==> src/rtl/ram_write_buffer_pkg.sv <==
// Shared constants and entry layout for the store buffer that sits in front of ram_controller.
package ram_write_buffer_pkg;

    localparam int ADDR_W        = 16;
    localparam int DATA_W        = 16;
    localparam int DEPTH_DEFAULT = 4;

    typedef struct packed {
        logic [ADDR_W-1:0] address;
        logic [DATA_W-1:0] data;
    } wb_entry_t;

    localparam int ENTRY_W = $bits(wb_entry_t);

endpackage

==> src/rtl/ram_write_buffer_entry.sv <==
// One store-buffer slot: a {address, data} register with write enable.
module ram_write_buffer_entry
    import ram_write_buffer_pkg::*;
(
    input  logic      clk,
    input  logic      rst_n,
    input  logic      we,
    input  wb_entry_t d,
    output wb_entry_t q
);

    always_ff @(posedge clk or negedge rst_n) begin
        if (!rst_n) begin
            q <= '0;
        end else if (we) begin
            q <= d;
        end
    end

endmodule

==> src/rtl/ram_write_buffer.sv <==
// Store FIFO feeding ram_controller: drains one store per idle cycle and holds
// D-cache misses back until every queued store has reached RAM.
module ram_write_buffer
    import ram_write_buffer_pkg::*;
#(
    parameter int DEPTH = DEPTH_DEFAULT
) (
    input  logic              clk,
    input  logic              rst_n,
    input  logic              store_valid,
    input  logic [ADDR_W-1:0] store_address,
    input  logic [DATA_W-1:0] store_data,
    output logic              store_ready,
    output logic              buffer_empty,
    input  logic              i_cache_updating,
    input  logic              d_cache_updating,
    input  logic              d_cache_miss_in,
    output logic              d_cache_miss,
    output logic              ram_write,
    output logic [ADDR_W-1:0] ram_write_address,
    output logic [DATA_W-1:0] ram_write_data
);

    localparam int               PTR_W      = $clog2(DEPTH);
    localparam logic [PTR_W:0]   FULL_COUNT = (PTR_W + 1)'(DEPTH);

    logic [PTR_W-1:0] rd_ptr;
    logic [PTR_W-1:0] wr_ptr;
    logic [PTR_W:0]   count;
    logic             controller_idle;
    logic             enqueue;
    logic             dequeue;
    wb_entry_t        store_entry;
    wb_entry_t        head_entry;
    wb_entry_t        entry_q [DEPTH];

    // Ready and write strobe look only at registered count, so a store
    // enqueued this cycle cannot be written to RAM until the next one.
    assign store_ready     = (count != FULL_COUNT);
    assign buffer_empty    = (count == '0);
    assign controller_idle = ~i_cache_updating & ~d_cache_updating;
    assign enqueue         = store_valid & store_ready;
    assign ram_write       = ~buffer_empty & controller_idle;
    assign dequeue         = ram_write;

    // Stores win over D-fills: a miss only reaches the controller once drained.
    assign d_cache_miss    = d_cache_miss_in & buffer_empty;

    assign store_entry.address = store_address;
    assign store_entry.data    = store_data;

    assign head_entry        = entry_q[rd_ptr];
    assign ram_write_address = head_entry.address;
    assign ram_write_data    = head_entry.data;

    for (genvar i = 0; i < DEPTH; i++) begin : g_entry
        ram_write_buffer_entry u_entry (
            .clk   (clk),
            .rst_n (rst_n),
            .we    (enqueue && (wr_ptr == PTR_W'(i))),
            .d     (store_entry),
            .q     (entry_q[i])
        );
    end

    // Pointers wrap naturally because DEPTH is a power of two.
    always_ff @(posedge clk or negedge rst_n) begin
        if (!rst_n) begin
            rd_ptr <= '0;
            wr_ptr <= '0;
            count  <= '0;
        end else begin
            if (enqueue) begin
                wr_ptr <= wr_ptr + 1'b1;
            end
            if (dequeue) begin
                rd_ptr <= rd_ptr + 1'b1;
            end
            case ({enqueue, dequeue})
                2'b10:   count <= count + 1'b1;
                2'b01:   count <= count - 1'b1;
                default: count <= count;
            endcase
        end
    end

endmodule
==> config.mk <==
export PLATFORM = sky130hd
export DESIGN_NAME = ram_write_buffer
export DESIGN_NICKNAME = d
export VERILOG_FILES = /design/src/rtl/ram_write_buffer_pkg.sv /design/src/rtl/ram_write_buffer_entry.sv /design/src/rtl/ram_write_buffer.sv
export SDC_FILE = /design/constraint.sdc
export NUM_CORES = 1
export LEC_CHECK = 0
export ABC_AREA = 1
export BUFFER_PORTS_ARGS = -buffer_cell sky130_fd_sc_hd__buf_2
export CAP_MARGIN = 10
export CORE_UTILIZATION = 53
export DETAILED_ROUTE_END_ITERATION = 16
export PLACE_DENSITY_LB_ADDON = 0.12
export SYNTH_ARGS = -nofsm -noshare
export SYNTH_HDL_FRONTEND = slang
export SYNTH_SLANG_ARGS = --single-unit
==> constraint.sdc <==
create_clock -name clk -period 1.8 [get_ports clk]
set_clock_uncertainty 0.1 [all_clocks]
set_input_delay 0.18 -clock clk [delete_from_list [all_inputs] [get_ports clk]]
set_output_delay 0.18 -clock clk [all_outputs]
set_load 0.02 [all_outputs]
==> Implementation_results.wiki <==
{| class="wikitable"
! Metric !! Value
|-
| Status || finished, violations left
|-
| Violated checks || setup timing
|-
| Worst r2r src || count[0]
|-
| Maximum level of the CTS H-tree || 4
|-
| Startpoint-to-endpoint class of the critical path || reg2out
|-
| Starting density of the core || 55.22%
|-
| Yosys warnings || 0
|-
| Worst setup endpoint || ram_write_address[5]
|-
| Sequential-to-total area share from yosys stat || 50.31%
|-
| Pin count of the biggest net entering global routing || 76
|-
| Top area cells in the synthesized netlist || sky130_fd_sc_hd__dfrtp_1 50%, sky130_fd_sc_hd__nand2_1 15%, sky130_fd_sc_hd__nand4_1 12%
|-
| Slowest stage delay, CP || 0.41 ns
|-
| Most common library cell in the layout ignoring fill and taps || sky130_fd_sc_hd__nand2_1
|-
| Count of different cell masters after synthesis || 20
|-
| Commonest cells after routing, fill and taps aside || 270 x sky130_fd_sc_hd__nand2_1, 132 x sky130_fd_sc_hd__dfrtp_1, 129 x sky130_fd_sc_hd__nand4_1, 77 x sky130_fd_sc_hd__o21ai_1, 73 x sky130_fd_sc_hd__nor2_1
|-
| Endpoint of the most critical register-to-register path || count[2]
|-
| Cell depth of the worst flop-to-flop path || 11
|-
| Maximum clock frequency || 0.5073 GHz
|-
| Post-DRT Antenna Nets || 0
|-
| Share of cells above drive strength 1 || 22.55%
|-
| Fill cell count || 911
|-
| Mapped Cells || 843
|-
| FF+latch count, synth || 135
|-
| Biggest area consumer among synthesized cells || sky130_fd_sc_hd__dfrtp_1
|-
| Count of max-cap constraint violations || 0
|-
| Critical-path top delay cell || sky130_fd_sc_hd__dfrtp_2
|-
| Pwr per Cell Area || 2049 nW/um2
|-
| Synthesized area || 6715 um2
|-
| Core area || 12160 um2
|-
| Die X || 114.6 um
|-
| Slack of the critical path || -0.1714 ns
|-
| DRC violation count after routing || 0
|-
| Final worst-path cycle share || 109.5%
|-
| Critical path, cell by cell || buf_12 > clkbuf_16 > nor2_1 > nor2_1 > o21ai_1 > o21ai_2 > buf_6
|-
| Critical path launch point type || flop
|-
| Library cell appearing most often on the critical path || sky130_fd_sc_hd__nor2_1
|-
| Count of pins over their slew limit || 0
|-
| Worst setup startpoint || rd_ptr[0]
|-
| Clock tree buffer depth || 2
|-
| Data arrival time at the worst-slack endpoint || 1.69 ns
|-
| Die Outline Area || 13120 um2
|-
| CP Capture Type || output pin
|-
| Total number of clock tree sinks || 135
|-
| Standard-cell rows || 40
|-
| Cell chosen for the clock root || sky130_fd_sc_hd__clkbuf_16
|-
| Area share of the leading cell type in the synthesized netlist || 50.31%
|-
| Tot GR Track Use || 32.06%
|-
| Die extent in y || 114.6 um
|-
| Required time at the endpoint of the critical path || 1.52 ns
|-
| I/O pin total || 74
|-
| Largest fanout on the critical path || 11
|-
| Diodes inserted || 0
|-
| Input/output buffers || 73
|-
| Number of antenna violations at the first check in global routing || 0
|-
| DP HPWL || 10620 um
|-
| Minimum clock period || 1.971 ns
|-
| Per-cell via count in the routed design || 5.883
|-
| Final worst hold slack || 0.02457 ns
|-
| # setup viols final || 33
|-
| Later-pin clock latency in the skew report || 0.43 ns
|-
| GPL Wtd Cong || 0.8562
|-
| Detailed Route Iter0 Violations || 715
|-
| Routed wire length || 20900 um
|-
| Unrepaired setup endpoints after global routing || true
|-
| Number of optimization iterations in the first detailed-route pass || 5
|-
| CTS tree || done
|-
| Routed length per placed instance || 18.56 um
|-
| DR vias || 6624
|-
| Inserted Clock Buffers || 17
|-
| Final std cells w/o fill || 1126
|-
| Clock-pin slew reported for the worst setup and hold paths after clock tree synthesis || 0.05 ns
|-
| Worst min-delay path class || in2reg
|-
| Post-Route Utilization || 73.30%
|-
| Worst-case register-to-register setup slack || -0.02 ns
|-
| Number of nets in the synthesized netlist || 887
|-
| Number of instances in the placed design || 1043
|-
| Number of global-route vias before repair || 6327
|-
| Slew at the pin closest to its max-slew limit || 0.5389 ns
|-
| Sum of overflow across all layers after global routing || 0
|-
| Layout-stage area growth over the synthesis result || 32.76%
|-
| Total number of nets in the final design || 992
|-
| Headroom to the max-slew limit || 64.07%
|-
| Final count of hold timing violations || 0
|-
| Total leakage power || 4.464 nW
|-
| Average size of a mapped cell || 7.966 um2
|-
| Worst supply voltage drop on vdd || 1.316 mV
|-
| Global-route wire length before repair || 32200 um
|}
==> per-layer routing <==
metal	up-vias	wire [um]	GRT usage, %
li1	3055	-	-
met1	3180	8425	42.51
met2	342	10280	52.40
met3	47	1691	5.400
met4	0	493	13.25
met5	-	0	0
==> registers in the layout, indices dropped and copies added (netlist names) <==
signal and cells:
g_entry.u_entry.q 128, rd_ptr 2, wr_ptr 2, count 3
==> synth_stat cells <==
master / n
sky130_fd_sc_hd__nand4_1: 129
sky130_fd_sc_hd__buf_2: 43
sky130_fd_sc_hd__buf_6: 9
sky130_fd_sc_hd__nand2_4: 1
sky130_fd_sc_hd__o21ai_1: 72
sky130_fd_sc_hd__fa_1: 1
sky130_fd_sc_hd__xnor2_1: 1
sky130_fd_sc_hd__ha_1: 5
sky130_fd_sc_hd__buf_4: 2
sky130_fd_sc_hd__inv_1: 11
sky130_fd_sc_hd__nor2_1: 98
sky130_fd_sc_hd__nand3_1: 5
sky130_fd_sc_hd__inv_2: 2
sky130_fd_sc_hd__buf_1: 7
sky130_fd_sc_hd__clkbuf_1: 17
sky130_fd_sc_hd__nand3_2: 4
sky130_fd_sc_hd__o21ai_0: 25
sky130_fd_sc_hd__nor2_2: 1
sky130_fd_sc_hd__nand2_1: 275
sky130_fd_sc_hd__dfrtp_1: 135
==> metrics by stage <==
step           TNS (ns)  worst slack, ns  power, mW  area, um2
6_report         -3.750          -0.1714      18.27       8915
5_1_grt          -5.258          -0.1892      19.34       8915
4_1_cts          -2.578          -0.1046      16.90       8442
3_5_place_dp          0          0.02481      12.68       7283
3_3_place_gp          0           0.1035      12.43       7283
2_1_floorplan  -0.05586         -0.02911      10.33       6749
==> final cells by class <==
type	count	area (um2)	share of cell area [%]
timing repair buffer	164	1589	17.82
clock buffer	25	495.5	5.558
clock inverter	4	45.04	0.5053
inverter	13	77.57	0.8702
tap	168	210.2	2.358
multi-input combinational	617	3115	34.95
sequential	135	3382	37.94
==> worst max-delay path, delay by kind of cell, from the launching register on <==
kind,cells,cell delay [ns]
buf+inv,3,0.48
flops,1,0.41
compound gates,2,0.21
simple gates,2,0.16
==> timing repair <==
| action | 4_1_cts | 5_1_grt |
|---|---|---|
| hold buffers | 35 | 0 |
| pin swaps | 4 | 15 |
| resized for setup | 54 | 86 |
| endpoints found under the setup margin | 33 | 36 |
| endpoints found under the hold margin | 163 | 0 |
| cloned | 4 | 7 |
| setup buffers | 1 | 8 |
==> cell families (layout without fill, tap and decap cells) <==
group / Yosys count / after routing / synth area share [%]
flops: 135 / 135 / 50.31
buf+inv: 91 / 206 / 7.006
xor+xnor: 1 / 1 / 0.1305
simple gates: 513 / 513 / 34.10
compound gates: 97 / 97 / 7.229
fa+ha+maj: 6 / 6 / 1.230
==> report_power, final <==
group / internal (mW) / leakage (nW) / switching (mW) / total (mW)
registers: 4.45 / 1.69 / 0.922 / 5.37
clock network: 2.01 / 0.269 / 1.21 / 3.23
logic: 3.92 / 2.51 / 5.75 / 9.67
total: 10.4 / 4.46 / 7.88 / 18.3
==> how the worst min path moves through the flow <==
stage | from | end | slack, ns | cells past startpoint
3_3_place_gp | rst_n | g_entry[0].u_entry.q[5] | 0.08 | 1
6_report | i_cache_updating | rd_ptr[0] | 0.02 | 5
3_5_place_dp | rst_n | g_entry[0].u_entry.q[5] | 0.08 | 1
5_1_grt | i_cache_updating | rd_ptr[0] | 0.05 | 5
4_1_cts | i_cache_updating | rd_ptr[0] | 0.03 | 5
2_1_floorplan | rst_n | count[0] | -0.22 | 0
Note: power is estimated with default switching activity, not from simulation.
